**src/rtl/loader_pkg.sv**
```systemverilog
// Shared constants for the ROM UART loader: state encoding, sync bytes, length width.
// The optional checksum byte is enabled with LOADER_CHKSUM_EN.
package loader_pkg;

    localparam int LEN_W = 24;

    localparam logic [7:0] SYNC0_DEF = 8'h55;
    localparam logic [7:0] SYNC1_DEF = 8'hAA;

    typedef enum logic [2:0] {
        ST_IDLE = 3'd0,
        ST_SYNC = 3'd1,
        ST_LEN0 = 3'd2,
        ST_LEN1 = 3'd3,
        ST_LEN2 = 3'd4,
        ST_DATA = 3'd5,
        ST_CHK  = 3'd6,
        ST_FAIL = 3'd7
    } state_t;

    function automatic logic [7:0] sum8(input logic [7:0] acc, input logic [7:0] b);
        return acc + b;
    endfunction

endpackage

```
**src/rtl/loader_timer.sv**
```systemverilog
// Inter-byte idle counter: cleared by clr or when disabled, pulses expire once
// TIMEOUT enabled cycles have elapsed without a clear.
module loader_timer #(
    parameter int unsigned TIMEOUT = 1000000
) (
    input  logic clk,
    input  logic rst_n,
    input  logic clr,
    input  logic en,
    output logic expire
);

    localparam int unsigned CNT_W = $clog2(TIMEOUT + 1);
    localparam logic [CNT_W-1:0] LAST = CNT_W'(TIMEOUT - 1);

    logic [CNT_W-1:0] cnt_r;
    logic             expire_r;

    // idle cycle counter with single-cycle expiry pulse
    always_ff @(posedge clk or negedge rst_n) begin
        if (!rst_n) begin
            cnt_r    <= {CNT_W{1'b0}};
            expire_r <= 1'b0;
        end else if (clr || !en) begin
            cnt_r    <= {CNT_W{1'b0}};
            expire_r <= 1'b0;
        end else if (cnt_r == LAST) begin
            cnt_r    <= {CNT_W{1'b0}};
            expire_r <= 1'b1;
        end else begin
            cnt_r    <= cnt_r + CNT_W'(1);
            expire_r <= 1'b0;
        end
    end

    assign expire = expire_r;

endmodule

```
**src/rtl/rom_uart_loader.sv**
```systemverilog
// Parses SYNC0 SYNC1 LEN[23:0] DATA.. (CHK when LOADER_CHKSUM_EN is defined) from the
// UART byte stream, writes the data into ROM from address 0 and holds the MCU in reset.
module rom_uart_loader
    import loader_pkg::*;
#(
    parameter int unsigned Len     = 32768,
    parameter int unsigned TIMEOUT = 1000000,
    parameter logic [7:0]  SYNC0   = SYNC0_DEF,
    parameter logic [7:0]  SYNC1   = SYNC1_DEF
) (
    input  logic             clk,
    input  logic             rst_n,
    input  logic             rx_valid,
    input  logic [7:0]       rx_data,
    output logic             rom_wen,
    output logic [LEN_W-1:0] rom_waddr,
    output logic [7:0]       rom_wdata,
    output logic             load_busy,
    output logic             load_done,
    output logic             load_err,
    output logic             cpu_rst_n
);

    localparam logic [LEN_W-1:0] LEN_MAX = LEN_W'(Len);

    state_t           state_r, state_s;
    logic [LEN_W-1:0] len_r, len_s, len_shift_s;
    logic [LEN_W-1:0] addr_r, addr_s;
    logic             finish_r, finish_s;
    logic             wen_r, wen_s;
    logic [LEN_W-1:0] waddr_r, waddr_s;
    logic [7:0]       wdata_r, wdata_s;
    logic             busy_r, busy_s;
    logic             done_r, done_s;
    logic             err_r, err_s;
    logic             cpu_rst_n_r, cpu_rst_n_s;
    logic             expire_s;
    logic             timer_en_s;
`ifdef LOADER_CHKSUM_EN
    logic [7:0]       sum_r, sum_s;
`endif

    assign timer_en_s = (state_r != ST_IDLE) && (state_r != ST_FAIL);

    loader_timer #(
        .TIMEOUT (TIMEOUT)
    ) u_timer (
        .clk    (clk),
        .rst_n  (rst_n),
        .clr    (rx_valid),
        .en     (timer_en_s),
        .expire (expire_s)
    );

    // frame parser: next state, counters and next registered outputs
    always_comb begin
        state_s     = state_r;
        len_s       = len_r;
        addr_s      = addr_r;
        finish_s    = 1'b0;
        wen_s       = 1'b0;
        waddr_s     = waddr_r;
        wdata_s     = wdata_r;
        busy_s      = busy_r;
        done_s      = 1'b0;
        err_s       = 1'b0;
        cpu_rst_n_s = cpu_rst_n_r;
        len_shift_s = {len_r[LEN_W-9:0], rx_data};
`ifdef LOADER_CHKSUM_EN
        sum_s       = sum_r;
`endif

        // a successful end is reported one cycle after the last write was issued
        if (finish_r) begin
            done_s      = 1'b1;
            busy_s      = 1'b0;
            cpu_rst_n_s = 1'b1;
        end else begin
            done_s      = 1'b0;
        end

        case (state_r)
            ST_IDLE: begin
                if (rx_valid && (rx_data == SYNC0)) begin
                    state_s = ST_SYNC;
                end else begin
                    state_s = ST_IDLE;
                end
            end
            ST_SYNC: begin
                if (rx_valid) begin
                    if (rx_data == SYNC1) begin
                        state_s     = ST_LEN0;
                        busy_s      = 1'b1;
                        cpu_rst_n_s = 1'b0;
                        len_s       = {LEN_W{1'b0}};
`ifdef LOADER_CHKSUM_EN
                        sum_s       = 8'h00;
`endif
                    end else if (rx_data == SYNC0) begin
                        state_s = ST_SYNC;
                    end else begin
                        state_s = ST_IDLE;
                    end
                end else if (expire_s) begin
                    state_s = ST_IDLE;
                end else begin
                    state_s = ST_SYNC;
                end
            end
            ST_LEN0, ST_LEN1: begin
                if (rx_valid) begin
                    len_s   = len_shift_s;
                    state_s = (state_r == ST_LEN0) ? ST_LEN1 : ST_LEN2;
                end else if (expire_s) begin
                    state_s = ST_FAIL;
                end else begin
                    state_s = state_r;
                end
            end
            ST_LEN2: begin
                if (rx_valid) begin
                    len_s = len_shift_s;
                    if (len_shift_s > LEN_MAX) begin
                        state_s = ST_FAIL;
                    end else if (len_shift_s == {LEN_W{1'b0}}) begin
`ifdef LOADER_CHKSUM_EN
                        state_s  = ST_CHK;
`else
                        state_s  = ST_IDLE;
                        finish_s = 1'b1;
`endif
                    end else begin
                        state_s = ST_DATA;
                        addr_s  = {LEN_W{1'b0}};
`ifdef LOADER_CHKSUM_EN
                        sum_s   = 8'h00;
`endif
                    end
                end else if (expire_s) begin
                    state_s = ST_FAIL;
                end else begin
                    state_s = ST_LEN2;
                end
            end
            ST_DATA: begin
                if (rx_valid) begin
                    wen_s   = 1'b1;
                    waddr_s = addr_r;
                    wdata_s = rx_data;
                    addr_s  = addr_r + LEN_W'(1);
`ifdef LOADER_CHKSUM_EN
                    sum_s   = sum8(sum_r, rx_data);
`endif
                    if (addr_s == len_r) begin
`ifdef LOADER_CHKSUM_EN
                        state_s  = ST_CHK;
`else
                        state_s  = ST_IDLE;
                        finish_s = 1'b1;
`endif
                    end else begin
                        state_s = ST_DATA;
                    end
                end else if (expire_s) begin
                    state_s = ST_FAIL;
                end else begin
                    state_s = ST_DATA;
                end
            end
`ifdef LOADER_CHKSUM_EN
            ST_CHK: begin
                if (rx_valid) begin
                    if (rx_data == sum_r) begin
                        state_s  = ST_IDLE;
                        finish_s = 1'b1;
                    end else begin
                        state_s = ST_FAIL;
                    end
                end else if (expire_s) begin
                    state_s = ST_FAIL;
                end else begin
                    state_s = ST_CHK;
                end
            end
`endif
            // the MCU stays in reset: ROM contents are suspect after a failure
            ST_FAIL: begin
                err_s   = 1'b1;
                busy_s  = 1'b0;
                state_s = ST_IDLE;
            end
            default: begin
                state_s = ST_IDLE;
            end
        endcase
    end

    // state, counters and registered outputs
    always_ff @(posedge clk or negedge rst_n) begin
        if (!rst_n) begin
            state_r     <= ST_IDLE;
            len_r       <= {LEN_W{1'b0}};
            addr_r      <= {LEN_W{1'b0}};
            finish_r    <= 1'b0;
            wen_r       <= 1'b0;
            waddr_r     <= {LEN_W{1'b0}};
            wdata_r     <= 8'h00;
            busy_r      <= 1'b0;
            done_r      <= 1'b0;
            err_r       <= 1'b0;
            cpu_rst_n_r <= 1'b1;
`ifdef LOADER_CHKSUM_EN
            sum_r       <= 8'h00;
`endif
        end else begin
            state_r     <= state_s;
            len_r       <= len_s;
            addr_r      <= addr_s;
            finish_r    <= finish_s;
            wen_r       <= wen_s;
            waddr_r     <= waddr_s;
            wdata_r     <= wdata_s;
            busy_r      <= busy_s;
            done_r      <= done_s;
            err_r       <= err_s;
            cpu_rst_n_r <= cpu_rst_n_s;
`ifdef LOADER_CHKSUM_EN
            sum_r       <= sum_s;
`endif
        end
    end

    assign rom_wen   = wen_r;
    assign rom_waddr = waddr_r;
    assign rom_wdata = wdata_r;
    assign load_busy = busy_r;
    assign load_done = done_r;
    assign load_err  = err_r;
    assign cpu_rst_n = cpu_rst_n_r;

endmodule

```
**config.mk**
```make
export PLATFORM = sky130hd
export DESIGN_NAME = rom_uart_loader
export DESIGN_NICKNAME = d
export VERILOG_FILES = /design/src/rtl/loader_pkg.sv /design/src/rtl/loader_timer.sv /design/src/rtl/rom_uart_loader.sv
export SDC_FILE = /design/constraint.sdc
export NUM_CORES = 1
export LEC_CHECK = 0
export ABC_AREA = 1
export ABC_CLOCK_PERIOD_IN_PS = 2000
export BUFFER_PORTS_ARGS = -buffer_cell sky130_fd_sc_hd__buf_2
export CAP_MARGIN = 25
export CORE_MARGIN = 2
export CORE_UTILIZATION = 40
export DETAILED_ROUTE_END_ITERATION = 8
export GPL_TIMING_DRIVEN = 0
export PLACE_DENSITY = 0.64
export SLEW_MARGIN = 10
export SYNTH_ARGS = -nofsm -noshare
export SYNTH_HDL_FRONTEND = slang
export SYNTH_HIERARCHICAL = 1
export SYNTH_SLANG_ARGS = --single-unit
```
**constraint.sdc**
```tcl
create_clock -name clk -period 2 [get_ports clk]
set_input_delay 0.2 -clock clk [delete_from_list [all_inputs] [get_ports clk]]
set_output_delay 0.2 -clock clk [all_outputs]
set_load 0.1 [all_outputs]
```
Word level (Yosys, flattened, before mapping)
Index checks and enable logic that the tools add are counted.
{"block": "op_classes", "addsub": 2, "n_lt_le_gt_ge": 1, "n_eq_ne": 19, "mux": 47, "n_reduce_logical": 14}
{"cell": "$mux 24", "n": 7}
{"cell": "$pmux 24 s2", "n": 2}
{"cell": "$mux 20", "n": 2}
{"cell": "$mux 3", "n": 9}
{"cell": "$add 24x1->24 const B", "n": 1}
{"cell": "$eq 24x24->1", "n": 1}
{"cell": "$gt 24x16->1 const B", "n": 1}
{"cell": "$logic_not 24->1", "n": 1}
{"cell": "$mux 1", "n": 21}
{"cell": "$add 20x1->20 const B", "n": 1}
{"cell": "$eq 20x20->1 const B", "n": 1}
{"cell": "$pmux 3 s5", "n": 1}
{"cell": "$ne 2x2->1 const B", "n": 6}
{"cell": "$eq 3x3->1 const B", "n": 3}
{"cell": "$eq 8x7->1 const B", "n": 1}
{"cell": "$eq 8x8->1 const B", "n": 1}
{"cell": "$eq 3x2->1 const B", "n": 2}
{"cell": "$mux 2", "n": 3}
{"cell": "$reduce_and 5->1", "n": 1}
{"cell": "$pmux 1 s2", "n": 2}
{"cell": "$reduce_and 4->1", "n": 1}
{"cell": "$reduce_bool 2->1", "n": 2}
{"cell": "$eq 3x1->1 const B", "n": 1}
{"cell": "$logic_not 3->1", "n": 1}
{"cell": "10 further kinds", "n": 11}
{"block": "totals", "reg_bits": 110, "in_bits": 11, "output_inout_bits": 37}

Logic depth before layout (Yosys ltp)
Gate-level depths: netlist of the first run.
{"block": "logic_depth", "depth_word": 5, "mapped_depth": 17, "depth_no_buf": 17}

Modules after synthesis
Netlist of the first run, hierarchy kept.
{"module": "rom_uart_loader", "instances": 1, "cells_each": 609, "area_per_inst_um2": 4652.0, "seq_area_each_um2": 2228.4}
{"module": "loader_timer", "instances": 1, "cells_each": 153, "area_per_inst_um2": 1176.1, "seq_area_each_um2": 525.5}

Worst setup path before layout of the first run
Ideal clock, no wire load.
{"block": "synth_path", "kind": "reg2reg", "start": "register addr_r[0]", "end": "register state_r[0]", "setup_time_ns": 0.116, "arrival_time_ns": 1.818, "required_time_ns": 1.884, "slack_ns": 0.066, "stages_incl_launch_ff": 16, "synth_period_minus_slack_ns": 1.934, "path_cell_list": "dfrtp_1 ha_1 nand2_2 nor2_8 nand2_2 nor2_1 nand2_1 nand2_1 xor2_1 nand3_1 nor2_2 nand3_1 nand2_1 nand2_1 nand2_1 nand2_1"}
{"block": "synth_via", "elab_chain_len": 5}
{"element": "start: declaration", "line_no": "rom_uart_loader.sv:28", "source": "logic [LEN_W-1:0] addr_r, addr_s;"}
{"element": "start signal: assignment", "line_no": "rom_uart_loader.sv:204", "source": "addr_r <= {LEN_W{1'b0}};"}
{"element": "start signal: assignment", "line_no": "rom_uart_loader.sv:219", "source": "addr_r <= addr_s;"}
{"element": "$add 24x1->24", "line_no": "rom_uart_loader.sv:151", "source": "addr_s = addr_r + LEN_W'(1);"}
{"element": "$eq 24x24->1", "line_no": "rom_uart_loader.sv:155", "source": "if (addr_s == len_r) begin"}
{"element": "$mux 3", "line_no": "rom_uart_loader.sv:155"}
{"element": "$mux 3", "line_no": "rom_uart_loader.sv:147", "source": "if (rx_valid) begin"}
{"element": "$pmux 3 s5", "line_no": "rom_uart_loader.sv:82", "source": "case (state_r)"}
{"element": "end signal: assignment", "line_no": "rom_uart_loader.sv:217", "source": "state_r <= state_s;"}
{"element": "end: declaration", "line_no": "rom_uart_loader.sv:26", "source": "state_t state_r, state_s;"}
Every way passes these cells.
A chain may end at the register's enable or synchronous reset.

Worst setup path in the final report of the first run
{"block": "layout_path", "start": "register addr_r[1]", "end": "register state_r[0]"}
Same word-level chain as after synthesis.

==> impl_metrics.toml, run 1 <==
[logic_synthesis]
ys_dominant_reg_cell = "dfrtp_1"
syn_nets = 775
synth_cell_types = 35
netlist_instances = 762
synth_top_area_share = 0.468
synthTopCellsByArea = "dfrtp_1 47%, nand2_1 12%, nand3_1 7.0%"
yosysMostFrequentCell = "nand2_1"
ys.warnings.count = 6
ys_top_cells_by_count = "194 x nand2_1, 109 x dfrtp_1, 95 x inv_1, 83 x nor2_1, 81 x nand3_1"
yosysTopAreaCell = "dfrtp_1"
ys_seq_elements = 110
syn_area_um2 = 5830
synth_edf_count = 0
postSynthAreaPerCell_um2 = 7.65
yosysSeqAreaShare = 0.473
ys_async_sr_fraction = 1.00

[floorplan]
die_w_um = 125
die_y_um = 125
dieArea_um2 = 15600
core_um2 = 14400
row_count = 44
initial_core_util = 0.406
ios = 48

[finish]
final_core_util = 0.488
register_area_um2 = 2760
final_layout_size_suffix_gt1_frac = 0.198
multiInputGateArea_um2 = 2820
fin_cells = 1026
syn_to_final_growth_pct = 20.3
final_nets = 850
fillerInstances = 1413
num_antenna_cells = 0

[worst_setup_path]
critPathCaptureType = "register"
worstPathCellList = "ha_4, nand2_4, nor2_8, buf_6, nand4_1, nand2_1, nand2_1, nand2_1, nand2_1, nor2_1, nand2_1, nor2_2, nand3_1, nand2_2, nand2_1, nand2_1, nand2_1"
slowest_stage = "dfrtp_1"
cp_max_fo = 5
crit_family = "simple AND/OR/NAND/NOR gates"
cp.arrival_ns = 2.47
worstSetupStartpointType = "register"
cp.buffers_inverters = 1
crit_type = "register to register"
cp_common_cell = "nand2_1"
required_ns = 2.25
critPathMaxStageDelay_ns = 0.41

[global_routing]
grt_overflow = 0
grt_max_degree = 59
track_usage = 0.201
antenna_found_initial = 0
first_global_vias = 5046
grt_pass1_wl_um = 24900

[routing]
num_vias = 5274
dr_wl_met3_um = 617
drc_errors = 0
drt_wl_total_um = 15500
met1Wirelength_um = 6900
antenna_left = 0
dr.pass1.iters = 5
drt_iter0_markers = 379
highest_layer = "met4"
routed_via_density = 5.14
wl_per_cell_um = 15.1
dr_wl_met2_um = 7490

[timing]
drv_slew = 0
tightest_slew_ns = 0.702
hold_viol_final = 0
rsz0062_at_grt = "yes"
fin_hold_ws_ns = 0.165
final.setup.worst_slack_ns = -0.226
fin_crit_sh = 1.11
slew_headroom = 0.532
period_minus_slack_ns = 2.23
max_freq_ghz = 0.449
clock_skew_ns = 0.0149
setup_viol = 3

[power_and_ir_drop]
clkPwrFrac = 0.188
p_total_mw = 10.0
switching_share = 0.513
p_leak_nw = 3.36
power_density_nw_per_um2 = 1430
netSwitchingPower_mw = 5.14
peakVddDrop_v = 0.000627
power.internal_mw = 4.87
pwr-share-seq = 0.325
pwr-share-comb = 0.488

[clocking]
cts-root-buf = "clkbuf_16"
clk_path_buf_depth = 2
cts_buffers = 9
clock_sinks = 110
cts_tree = "done"
h-tree-depth = 3
clk_latency_ns = 0.37
path_clk_slew_ns = 0.08

[place]
place_congestion = 0.902
dp_cells = 994
dp_hpwl_um = 11300
pre_cts_slack_ns = -0.445
io_buffers = 47

[min_path]
hold_class = "primary input to register"

[flow_run]
drv_cap = 0

[status]
violations = "setup timing"
status = "finished, violations left"
==> cell type report <==
cell class	instances	area share
well taps	184	0.0328
clock buffers	11	0.0346
plain buffers	16	0.0128
repair buffers	64	0.0598
inverters	102	0.0557
multi-input cells	534	0.402
flip-flops and latches	110	0.393
clock inverters	5	0.00946
==> repair_timing <==
action / CTS / global route
resized for setup: 22 / 57
endpoints found under the hold margin: 52 / 0
hold buffers: 1 / 0
pin swaps: 8 / 23
endpoints found under the setup margin: 62 / 72
setup buffers: 6 / 9
==> per-layer routing <==
| metal | vias to the layer above | track usage |
|---|---|---|
| met3 | 34 | 0.0369 |
| met1 | 2493 | 0.253 |
| met5 | - | 0 |
| li1 | 2628 | - |
| met2 | 119 | 0.343 |
| met4 | 0 | 0.0773 |
==> cell usage in the layout, fill, tap and decap left out, types with 7 or more instances in the layout <==
master	instances
nand4_1	14
o22ai_1	35
xor2_1	10
nand2_2	10
o21ai_0	47
clkbuf_1	7
nand2_1	187
nor2_4	8
inv_2	7
buf_2	48
buf_4	10
nand2_4	7
nor2_2	21
nand3_2	12
nand3_1	73
dfrtp_1	107
clkbuf_16	9
inv_1	92
nor2_1	71
==> power groups by stage <==
stage | Combinational [mW] | Sequential (mW) | Clock, mW
after detailed placement | 4.70 | 3.28 | 0
after floorplan | 1.47 | 5.53 | 0
after global routing | 5.22 | 3.32 | 2.00
after global placement | 4.67 | 3.27 | 0
after CTS | 4.81 | 3.23 | 1.93
final | 4.89 | 3.25 | 1.88
==> worst register-to-register path, delay by kind of cell, from the launching register on <==
kind,cells,cell delay (ns)
buffers and inverters,1,0.14
flip-flops,1,0.41
adder cells (fa/ha/maj),1,0.17
AND/OR/NAND/NOR,15,1.40
==> per-stage QoR <==
step	instance area [um2]	TNS [ns]
final	7010	-0.487
after global placement	6290	-80.88
after CTS	6760	-0.435
after global routing	7010	-2.56
after detailed placement	6330	-15.25
after floorplan	5830	0
==> logic make-up (layout without fill, tap and decap cells) <==
family | after synthesis | count (layout) | synth area share
AO/OA/AOI/OAI | 101 | 101 | 0.0981
XOR/XNOR | 14 | 14 | 0.0258
adder cells (fa/ha/maj) | 2 | 2 | 0.00429
buffers and inverters | 118 | 198 | 0.0762
flip-flops | 110 | 110 | 0.473
AND/OR/NAND/NOR | 417 | 417 | 0.323
==> sequential cells by signal, indices dropped and copies added (netlist names), 3 cells and up <==
signal and count:
addr_r 24, len_r 24, rom_waddr 24, u_timer/cnt_r 20, rom_wdata 8, state_r 3
==> path summary, 6_finish.rpt <==
kind	startpoint	end	slack [ns]	cells after the start
setup / recovery	addr_r[1]	state_r[0]	-0.23	17
hold / removal	rx_data[0]	len_r[0]	0.16	3
setup reg to reg	addr_r[1]	state_r[0]	-0.23	17
hold reg to reg	finish_r	load_done	0.43	0
max in group asynchronous	rst_n	cpu_rst_n	0.92	3
min in group asynchronous	rst_n	rom_waddr[1]	0.36	2
Power figures use the tool's default switching activity.
==> run 2, diff against run 1 <==
SYNTH_HIERARCHICAL = not set   (was 1)
==> run 2 against run 1 <==
Effect of this change:
- clock power about the same
- the run still ends with setup timing left
- clock skew down 0.0070 ns
- wire length down 3.4%
- worst setup slack better by 0.057 ns
- die area down 3.8%
- sequential share of layout area up 0.47 points
- power up 2.0%
- flip-flop and latch count unchanged
- combinational power up 5.9%
- synthesized area down 3.9%
- fmax up 2.6%
- critical path depth unchanged
==> impl_metrics.toml, run 2 <==
[clocking]
h-tree-depth = 3
cts_tree = "done"
clk_latency_ns = 0.36
cts-root-buf = "clkbuf_16"
clk_path_buf_depth = 2
path_clk_slew_ns = 0.07
clock_sinks = 110
cts_buffers = 9

[floorplan]
die_w_um = 122
initial_core_util = 0.407
die_y_um = 122
dieArea_um2 = 15000
row_count = 43
ios = 48
core_um2 = 13800

[logic_synthesis]
ys_top_cells_by_count = "185 x nand2_1, 109 x dfrtp_1, 93 x inv_1, 68 x nor2_1, 65 x nand3_1"
yosysTopAreaCell = "dfrtp_1"
ys_seq_elements = 110
syn_nets = 732
postSynthAreaPerCell_um2 = 7.79
synth_top_area_share = 0.487
netlist_instances = 719
synth_cell_types = 37
yosysSeqAreaShare = 0.492
synth_edf_count = 0
syn_area_um2 = 5600
ys_async_sr_fraction = 1.00
ys_dominant_reg_cell = "dfrtp_1"
synthTopCellsByArea = "dfrtp_1 49%, nand2_1 12%, inv_1 6.2%"
yosysMostFrequentCell = "nand2_1"
ys.warnings.count = 0

[worst_setup_path]
crit_family = "simple AND/OR/NAND/NOR gates"
cp.buffers_inverters = 1
worstSetupStartpointType = "register"
required_ns = 2.25
worstPathCellList = "nand2_1, nor2_4, nand2_4, inv_4, nand2_2, nand2_2, nand2_2, nand2_1, nand2_1, nor2_2, nand2_2, nor2_4, nand2_2, nand2_2, nand3_2, nand2_1, nand2_1"
slowest_stage = "dfrtp_1"
cp.arrival_ns = 2.42
critPathCaptureType = "register"
crit_type = "register to register"
cp_max_fo = 5
cp_common_cell = "nand2_2"
critPathMaxStageDelay_ns = 0.45

[global_routing]
first_global_vias = 4739
grt_overflow = 0
grt_max_degree = 83
track_usage = 0.207
antenna_found_initial = 0
grt_pass1_wl_um = 23800

[timing]
slew_headroom = 0.600
period_minus_slack_ns = 2.17
tightest_slew_ns = 0.600
fin_hold_ws_ns = 0.122
drv_slew = 0
setup_viol = 3
fin_crit_sh = 1.08
final.setup.worst_slack_ns = -0.170
rsz0062_at_grt = "yes"
max_freq_ghz = 0.461
hold_viol_final = 0
clock_skew_ns = 0.00788

[power_and_ir_drop]
peakVddDrop_v = 0.000699
power_density_nw_per_um2 = 1470
p_leak_nw = 3.31
p_total_mw = 10.2

[place]
dpl_cell_area_um2 = 6090
io_buffers = 46
place_congestion = 0.938
dp_hpwl_um = 10400

[routing]
dr.pass1.iters = 5
num_vias = 5106
antenna_left = 0
drc_errors = 0
drt_wl_total_um = 15000
drt_iter0_markers = 315
wl_per_cell_um = 15.1
routed_via_density = 5.15

[finish]
num_antenna_cells = 0
fin_area_um2 = 6940
final_layout_size_suffix_gt1_frac = 0.236
layout_common_cells = "165 x nand2_1, 105 x dfrtp_1, 85 x inv_1"
final_common_cell = "nand2_1"
final_core_util = 0.504
fillerInstances = 1377
final_nets = 820
syn_to_final_growth_pct = 23.9

[status]
violations = "setup timing"
status = "finished, violations left"

[flow_run]
drv_cap = 0

[min_path]
hold_class = "primary input to register"
[run 2: changes by cell type in the layout (fill, tap and decap cells not counted), sizes merged, moves of 3 or more]
cell and delta:
nor2 -20, nand3 -19, buf +12, nand2 -11, inv -8, a21oi +5
nor3 +5, nand4 +3
[run 2: final cells by class]
class                           instances  area, um2  share of cell area
Inverter                               95        359              0.0518
Multi-Input combinational cell        498       2640               0.380
Sequential cell                       110       2760               0.398
Clock inverter                          4       72.6              0.0105
Tap cell                              180        225              0.0325
Clock buffer                           11        233              0.0335
Buffer                                 16        103              0.0148
Timing Repair Buffer                   77        547              0.0788
[run 2: power breakdown]
part,internal [mW],switching [mW]
Combinational,1.23,3.95
Sequential,2.81,0.330
Clock,1.09,0.800
[run 2: timing repair]
item,4_1_cts,5_1_grt
gates resized for setup,22,77
pin swaps,14,32
gates cloned,0,2
buffers inserted,7,20
setup endpoints to repair,81,81
hold buffers,1,0
hold endpoints to repair,28,0
[run 2: path summary, 6_finish.rpt]
check	startpoint	end	slack [ns]	cells after the start
setup / recovery	addr_r[4]	state_r[0]	-0.17	17
hold / removal	rx_data[2]	len_r[2]	0.12	3
hold reg to reg	finish_r	load_done	0.45	0
min in group asynchronous	rst_n	rom_waddr[4]	0.27	2
max in group asynchronous	rst_n	cpu_rst_n	1.00	3
setup reg to reg	addr_r[4]	state_r[0]	-0.17	17
[run 2: kinds of logic (layout without fill, tap and decap cells)]
logic type / Yosys count / in the layout / synth area share
buf+inv: 111 / 203 / 0.0753
simple gates: 377 / 377 / 0.301
fa+ha+maj: 2 / 2 / 0.00447
flops: 110 / 110 / 0.492
xor+xnor: 14 / 14 / 0.0219
compound gates: 105 / 105 / 0.106
[run 2: metrics by stage]
stage,setup slack (ns),TNS [ns],cells
6_report,-0.170,-0.413,991
5_1_grt,-0.323,-6.06,991
4_1_cts,-0.138,-0.783,969
3_5_place_dp,-0.355,-12.10,946
3_3_place_gp,-0.603,-75.73,945
2_1_floorplan,0.140,0,719
[run 2: metal layers]
metal,GRT usage,vias up,part of all wire
met2,0.347,132,0.48
met1,0.263,2404,0.43
met5,0,-,0
li1,-,2535,-
met3,0.0386,35,0.051
met4,0.0884,0,0.030
[run 2: worst register-to-register path: stages, from the launching register on]
cell and delay [ns]:
dfrtp_1 0.45, nand2_1 0.18, nor2_4 0.23, nand2_4 0.12, inv_4 0.10, nand2_2 0.06, nand2_2 0.08, nand2_2 0.05
nand2_1 0.05, nand2_1 0.06, nor2_2 0.14, nand2_2 0.09, nor2_4 0.13, nand2_2 0.08, nand2_2 0.08, nand3_2 0.06
nand2_1 0.06, nand2_1 0.05
